**config.mk**
```make
export PLATFORM = sky130hd
export DESIGN_NAME = csr_wr_sched
export DESIGN_NICKNAME = d
export VERILOG_FILES = /design/src/rtl/csr_wr_sched.sv
export SDC_FILE = /design/constraint.sdc
export NUM_CORES = 1
export LEC_CHECK = 0
export BUFFER_PORTS_ARGS = -buffer_cell sky130_fd_sc_hd__buf_4
export CAP_MARGIN = 40
export CORE_MARGIN = 8
export CORE_UTILIZATION = 35
export CTS_CLUSTER_DIAMETER = 120
export CTS_CLUSTER_SIZE = 14
export DETAILED_ROUTE_END_ITERATION = 7
export PLACE_DENSITY = 0.62
export SETUP_SLACK_MARGIN = 0.3
export SLEW_MARGIN = 20
export SYNTH_ARGS = -nofsm -noshare
export SYNTH_HDL_FRONTEND = slang
export SYNTH_SLANG_ARGS = --single-unit
```
**constraint.sdc**
```tcl
create_clock -name clk_in -period 2.92 [get_ports clk_in]
set_clock_uncertainty 0.2 [all_clocks]
set_input_delay 0 -clock clk_in [delete_from_list [all_inputs] [get_ports clk_in]]
set_output_delay 0 -clock clk_in [all_outputs]
set_load 0.02 [all_outputs]
```
**src/rtl/csr_wr_sched.sv**
```systemverilog
// CSR write scheduler: arbitrates the single CSR-file write port between
// WB-stage CSR writes and the multi-cycle trap-entry / MRET update sequences.
module csr_wr_sched #(
   parameter int RSZ     = 32,
   parameter int MIE_BIT = 3
) (
   input  logic            clk_in,
   input  logic            reset_n_in,
   input  logic            wb_csr_wr,
   input  logic [11:0]     wb_csr_addr,
   input  logic [RSZ-1:0]  wb_csr_data,
   output logic            wb_ready,
   input  logic            trap_req,
   input  logic [RSZ-1:0]  trap_pc,
   input  logic [RSZ-1:0]  trap_cause,
   input  logic [RSZ-1:0]  trap_tval,
   input  logic            mret_req,
   input  logic [1:0]      mode,
   input  logic [RSZ-1:0]  mstatus_rd,
   output logic            csr_we,
   output logic [11:0]     csr_waddr,
   output logic [RSZ-1:0]  csr_wdata,
   output logic            trap_ack,
   output logic            mret_ack,
   output logic            busy
);

   localparam int MPIE_BIT = 7;

   typedef enum logic [2:0] {
      IDLE    = 3'd0,
      MEPC    = 3'd1,
      MCAUSE  = 3'd2,
      MTVAL   = 3'd3,
      MSTAT_T = 3'd4,
      MSTAT_R = 3'd5
   } state_e;

   state_e         state_q, state_d;
   logic [RSZ-1:0] pc_q, pc_d;
   logic [RSZ-1:0] cause_q, cause_d;
   logic [RSZ-1:0] tval_q, tval_d;
   logic [RSZ-1:0] mstat_trap, mstat_mret;

   // mstatus images written on trap entry and on MRET, built from the live value
   always_comb begin
      // NOTE: combinational blocks use blocking '=' so later lines see earlier results;
      // only clocked state uses '<='.
      mstat_trap              = mstatus_rd;
      mstat_trap[MPIE_BIT]    = mstatus_rd[MIE_BIT];
      mstat_trap[MIE_BIT]     = 1'b0;
      mstat_trap[12:11]       = mode;

      mstat_mret              = mstatus_rd;
      mstat_mret[MIE_BIT]     = mstatus_rd[MPIE_BIT];
      mstat_mret[MPIE_BIT]    = 1'b1;
      mstat_mret[12:11]       = 2'b00;
   end

   // Next-state, trap-value capture and write-port mux
   always_comb begin
      // NOTE: every output gets a default before the case so no path infers a latch.
      state_d   = state_q;
      pc_d      = pc_q;
      cause_d   = cause_q;
      tval_d    = tval_q;
      wb_ready  = 1'b0;
      csr_we    = 1'b0;
      csr_waddr = '0;
      csr_wdata = '0;
      trap_ack  = 1'b0;
      mret_ack  = 1'b0;

      case (state_q)
         IDLE: begin
            // The older WB instruction commits in the same cycle a request is accepted.
            wb_ready  = 1'b1;
            csr_we    = wb_csr_wr;
            csr_waddr = wb_csr_addr;
            csr_wdata = wb_csr_data;
            if (trap_req) begin
               state_d = MEPC;
               pc_d    = trap_pc;
               cause_d = trap_cause;
               tval_d  = trap_tval;
            end else if (mret_req) begin
               state_d = MSTAT_R;
            end
         end
         MEPC: begin
            csr_we    = 1'b1;
            csr_waddr = 12'h341;
            csr_wdata = {pc_q[RSZ-1:2], 2'b00};
            state_d   = MCAUSE;
         end
         MCAUSE: begin
            csr_we    = 1'b1;
            csr_waddr = 12'h342;
            csr_wdata = cause_q;
            state_d   = MTVAL;
         end
         MTVAL: begin
            csr_we    = 1'b1;
            csr_waddr = 12'h343;
            csr_wdata = tval_q;
            state_d   = MSTAT_T;
         end
         MSTAT_T: begin
            csr_we    = 1'b1;
            csr_waddr = 12'h300;
            csr_wdata = mstat_trap;
            trap_ack  = 1'b1;
            state_d   = IDLE;
         end
         MSTAT_R: begin
            csr_we    = 1'b1;
            csr_waddr = 12'h300;
            csr_wdata = mstat_mret;
            mret_ack  = 1'b1;
            state_d   = IDLE;
         end
         default: state_d = IDLE;
      endcase

      // NOTE: reset is asynchronous, so outputs are also forced while it is held,
      // not just from the next edge; otherwise a WB write would leak out in reset.
      if (!reset_n_in) begin
         wb_ready  = 1'b1;
         csr_we    = 1'b0;
         csr_waddr = '0;
         csr_wdata = '0;
         trap_ack  = 1'b0;
         mret_ack  = 1'b0;
      end
   end

   assign busy = reset_n_in && (state_q != IDLE);

   // State and latched trap values
   always_ff @(posedge clk_in or negedge reset_n_in) begin
      // NOTE: the latched trap values are plain registers, cleared in reset so an
      // aborted sequence leaves no stale data behind.
      if (!reset_n_in) begin
         state_q <= IDLE;
         pc_q    <= '0;
         cause_q <= '0;
         tval_q  <= '0;
      end else begin
         state_q <= state_d;
         pc_q    <= pc_d;
         cause_q <= cause_d;
         tval_q  <= tval_d;
      end
   end

endmodule

```
# Yosys cells after proc, flatten, opt, wreduce, memory -nomap -nowiden

Index checks and enable logic that the tools add are counted.
Widths: inputs -> output; s select.

Register bits after elaboration: 99
Bits in latches: 0
Memory bits (writable): 0
Memory bits (read-only): 0
Input bits: 179
Output and inout bits: 49
Logic and storage cells: 31
Memories: 0

$add $sub $neg: 0
Multiply operators: 0
Div/mod/pow operators: 0
Order comparisons: 0
Equal/unequal tests: 6
Shift-type cells: 0
Muxes and demuxes: 15
Bitwise gates (word level): 0
Reductions and logical operators: 6

Operator list:

| cell               | count |
|---|---|
| $pmux 32 s6        | 1 |
| $pmux 12 s5        | 1 |
| $mux 32            | 1 |
| $mux 12            | 1 |
| $pmux 3 s4         | 1 |
| $mux 1             | 7 |
| $eq 3x2->1 const B | 2 |
| $eq 3x3->1 const B | 2 |
| $mux 3             | 2 |
| $reduce_or 5->1    | 1 |
| $eq 3x1->1 const B | 1 |
| $logic_not 3->1    | 1 |
| $ne 3x3->1 const B | 1 |
| $reduce_bool 3->1  | 1 |
| $pmux 1 s2         | 1 |
| $reduce_and 2->1   | 1 |
| $reduce_or 2->1    | 1 |
| $logic_and 1x1->1  | 1 |

# Depth between registers and ports, before layout

Depth after elaboration: 4
Depth in mapped cells: 7
Mapped depth without buffers: 4

# Least setup slack after synthesis

OpenSTA, ideal clock, no wires.

Path type: register to register
Start point: reg state_q[1]
End point: reg cause_q[0]
Library setup time: 127 ps
Arrival time: 1691 ps
Data required time: 2593 ps
Setup slack: 902 ps
Stages on the path, launching flop included: 8
Path buffers: 4
Period minus slack after synthesis: 2018 ps
Cell sequence: dfrtp_1 > buf_2 > nor3_4 > and2_1 > buf_4 > buf_6 > buf_12 > mux2_1

Longest elaborated chain between the ends: 2

Ends and longest elaborated chain:

| what                       | line | RTL |
|---|---|---|
| from (decl)                | 39   | `state_e state_q, state_d;` |
| from (signal assigned)     | 149  | `state_q <= state_d;` |
| $logic_not 3->1            | 74   | `case (state_q)` |
| $reduce_and 2->1 (no line) | n/a  |  |
| to (signal assigned)       | 151  | `cause_q <= cause_d;` |
| to (decl)                  | 41   | `logic [RSZ-1:0] cause_q, cause_d;` |

Every way passes these cells.
A chain may end at the register's enable or synchronous reset.

# Worst setup path after layout

Start point: reg state_q[2]
End point: out csr_wdata[27]

Longest elaborated chain between the ends: 3
Elaborated cells between the ends (all ways): 8
Classes of those cells: eq/ne (5); mux (2); reduce/logical (1)

Ends and longest elaborated chain:

| what                               | line | RTL |
|---|---|---|
| $eq 3x3->1 (tied with other cells) | 74   |  |
| $pmux 32 s6 (*)                    | 74   |  |
| $mux 32 (*)                        | 127  | `if (!reset_n_in) begin` |
| to (decl)                          | 22   | `output logic [RSZ-1:0] csr_wdata,` |

Every way passes the cells marked *; elsewhere a longest branch is shown, timed or not.

==> flow_metrics.tcl <==
set metrics [dict create \
    status "completed" \
    grt_max_degree 67 \
    power_leakage_nw 3.77 \
    cp_max_fo 22 \
    num_rows 44 \
    syn-num-nets 597 \
    drv_slew 0 \
    place_ws_ns 0.577 \
    num_io_pins 228 \
    postCtsSetupBuffers 0 \
    netlist_top_cells_count "dfrtp_1 (97), mux2_1 (48), mux2_2 (37)" \
    cts_buffers 9 \
    synthArstFlopShare_pct 100 \
    wl_per_cell_um 19.5 \
    cp-end-kind "primary output" \
    path_clk_slew_ns 0.07 \
    fin_ws_ns 0.433 \
    grt_pass1_wl_um 27200 \
    ys_ff_latch 97 \
    cts_tree "built" \
    drive_above_1_share_pct 42.9 \
    rsz0062_at_grt "false" \
    worst_slew_pin_slew_ns 0.540 \
    grt_use_total_pct 18.5 \
    drc 0 \
    dr_total_vias 4708 \
    antenna_cells 0 \
    criticalPathCategory "register to primary output" \
    avgViaCountPerCell 5.17 \
    worstPathRequired_ns 2.72 \
    yosysMostFrequentCell "dfrtp_1" \
    syn2layout_area_growth_pct 59.9 \
    setup_tns_ns 0 \
    relSlewSlack_pct 64.0 \
    io_buffer_count 223 \
    synth_ff_type "dfrtp_1" \
    synth_top_area_cell "dfrtp_1" \
    worst_ir_drop_vdd_mv 0.568 \
    netlist_area_um2 5170 \
    layout.nets 906 \
    synth-edff-count 0 \
    detail_route.iter0.violations 234 \
    synth_cells 414 \
    coreArea_um2 14500 \
    grt_pass1_vias 5210 \
    ant_nets 0 \
    ys_warn_count 0 \
    period_needed_ns 2.49 \
    cts_root_buf "clkbuf_16" \
    synth_top_area_share_pct 47.0 \
    crit_path_start_kind "register" \
    synthDistinctLibCells 39 \
    syn_avg_cell_area_um2 12.5 \
    insertion_delay_ns 0.34 \
    grt_overflow 0 \
    seq_area_frac_synth_pct 47.0 \
    dieArea_um2 18900 \
    die_x_um 138 \
    place_hpwl_um 12200 \
    fin_crit_sh_pct 85.2 \
    antenna_found_initial 0 \
    hold_path_class "primary input to async pin" \
    clock_sinks 97 \
    cts_htree_levels 3 \
    finish.utilization_pct 57.1 \
    critPathArrivalTime_ns 2.29 \
    power_density_nw_per_um2 929 \
    dr.pass1.iters 4 \
    place_congestion 0.789 \
    fmax_mhz 402 \
    synth.area.top_cells "dfrtp_1 (47%), mux2_1 (10%), mux2_2 (8.1%)" \
    wirelength_um 17700 \
    n_fill_cell 1206 \
    initial_core_util_pct 35.7 \
    report.final.setup_viol 0 \
    max-cap-violations 0 \
    cts_buffer_depth 2 \
    finalHoldViolations 0 \
    die_y_um 138 \
]
-- layout make-up --
type,count,area [µm²],share of cell area (%)
tap,184,230,2.79
clock buffer,10,239,2.89
inverter,5,18.8,0.227
clock inverter,5,56.3,0.681
sequential,97,2430,29.4
timing repair buffer,338,2840,34.3
multi-input combinational,272,2460,29.7
-- state kept, by name (all words and copies together) (netlist names) --
register	flops
state_q	3
tval_q	32
cause_q	32
pc_q	30
-- worst max-delay path, stage by stage (launching register included) --
cell and delay, ns:
dfrtp_2 0.53, buf_4 0.28, nor2b_2 0.29, buf_6 0.29, a22oi_1 0.10, o221ai_1 0.24
buf_4 0.19
-- repair_timing --
| item | 4_1_cts | 5_1_grt |
|---|---|---|
| endpoints found under the setup margin | 29 | 5 |
| hold endpoints to repair | 193 | 0 |
| hold buffers | 100 | 0 |
| gates resized for setup | 1 | 2 |
-- logic make-up (layout without fill, tap and decap cells) --
kind of cell	after synthesis	in the layout	synth area share [%]
adder cells (fa/ha/maj)	4	4	0.968
buffers and inverters	45	358	5.83
XOR/XNOR	1	1	0.169
multiplexers	129	129	28.2
flip-flops	97	97	47.0
AO/OA/AOI/OAI	70	70	10.5
AND/OR/NAND/NOR	68	68	7.38
-- placed cells by master (no fill, tap or decap), types with 5 or more instances in the layout --
cell	instances
a21oi_1	6
a22oi_1	28
and3_1	7
buf_4	233
clkbuf_16	9
dfrtp_1	95
dlygate4sd3_1	99
inv_1	5
mux2_1	48
mux2_2	37
mux2_4	12
mux2i_1	32
nand3_1	26
nor2_1	8
nor3_1	8
o221ai_1	26
-- routing by layer --
layer | up-vias | global-route usage [%] | wire (µm)
met1 | 2320 | 21.8 | 7110
li1 | 2178 | - | -
met4 | 0 | 5.31 | 217
met2 | 193 | 31.8 | 8870
met5 | - | 0 | 0
met3 | 17 | 5.47 | 1530
-- final timing paths --
path	from	endpoint	slack [ns]	cells past startpoint
worst max-delay path	state_q[2]	csr_wdata[27]	0.43	6
worst min-delay path	reset_n_in	pc_q[28]	0.05	3
worst max register to register	state_q[2]	state_q[0]	0.90	5
worst min register to register	cause_q[1]	cause_q[1]	0.29	1
max in group asynchronous	reset_n_in	pc_q[7]	1.68	3
min in group clk_in	wb_csr_addr[10]	csr_waddr[10]	0.14	3
-- power breakdown --
group	internal (W)	switching (W)
registers	0.00204	0.000402
clock network	0.000681	0.000510
logic	0.00199	0.00205
total	0.00471	0.00296
-- through the flow --
stage / total power (W) / std cells / hold WS, ns / area, µm²
2_1_floorplan: 0.00511 / 414 / -0.496 / 5170
3_3_place_gp: 0.00628 / 795 / -0.346 / 6940
3_5_place_dp: 0.00636 / 795 / -0.340 / 6940
4_1_cts: 0.00770 / 910 / 0.139 / 8240
5_1_grt: 0.00816 / 911 / 0.0707 / 8270
6_report: 0.00768 / 911 / 0.0529 / 8270
Power figures use the tool's default switching activity.
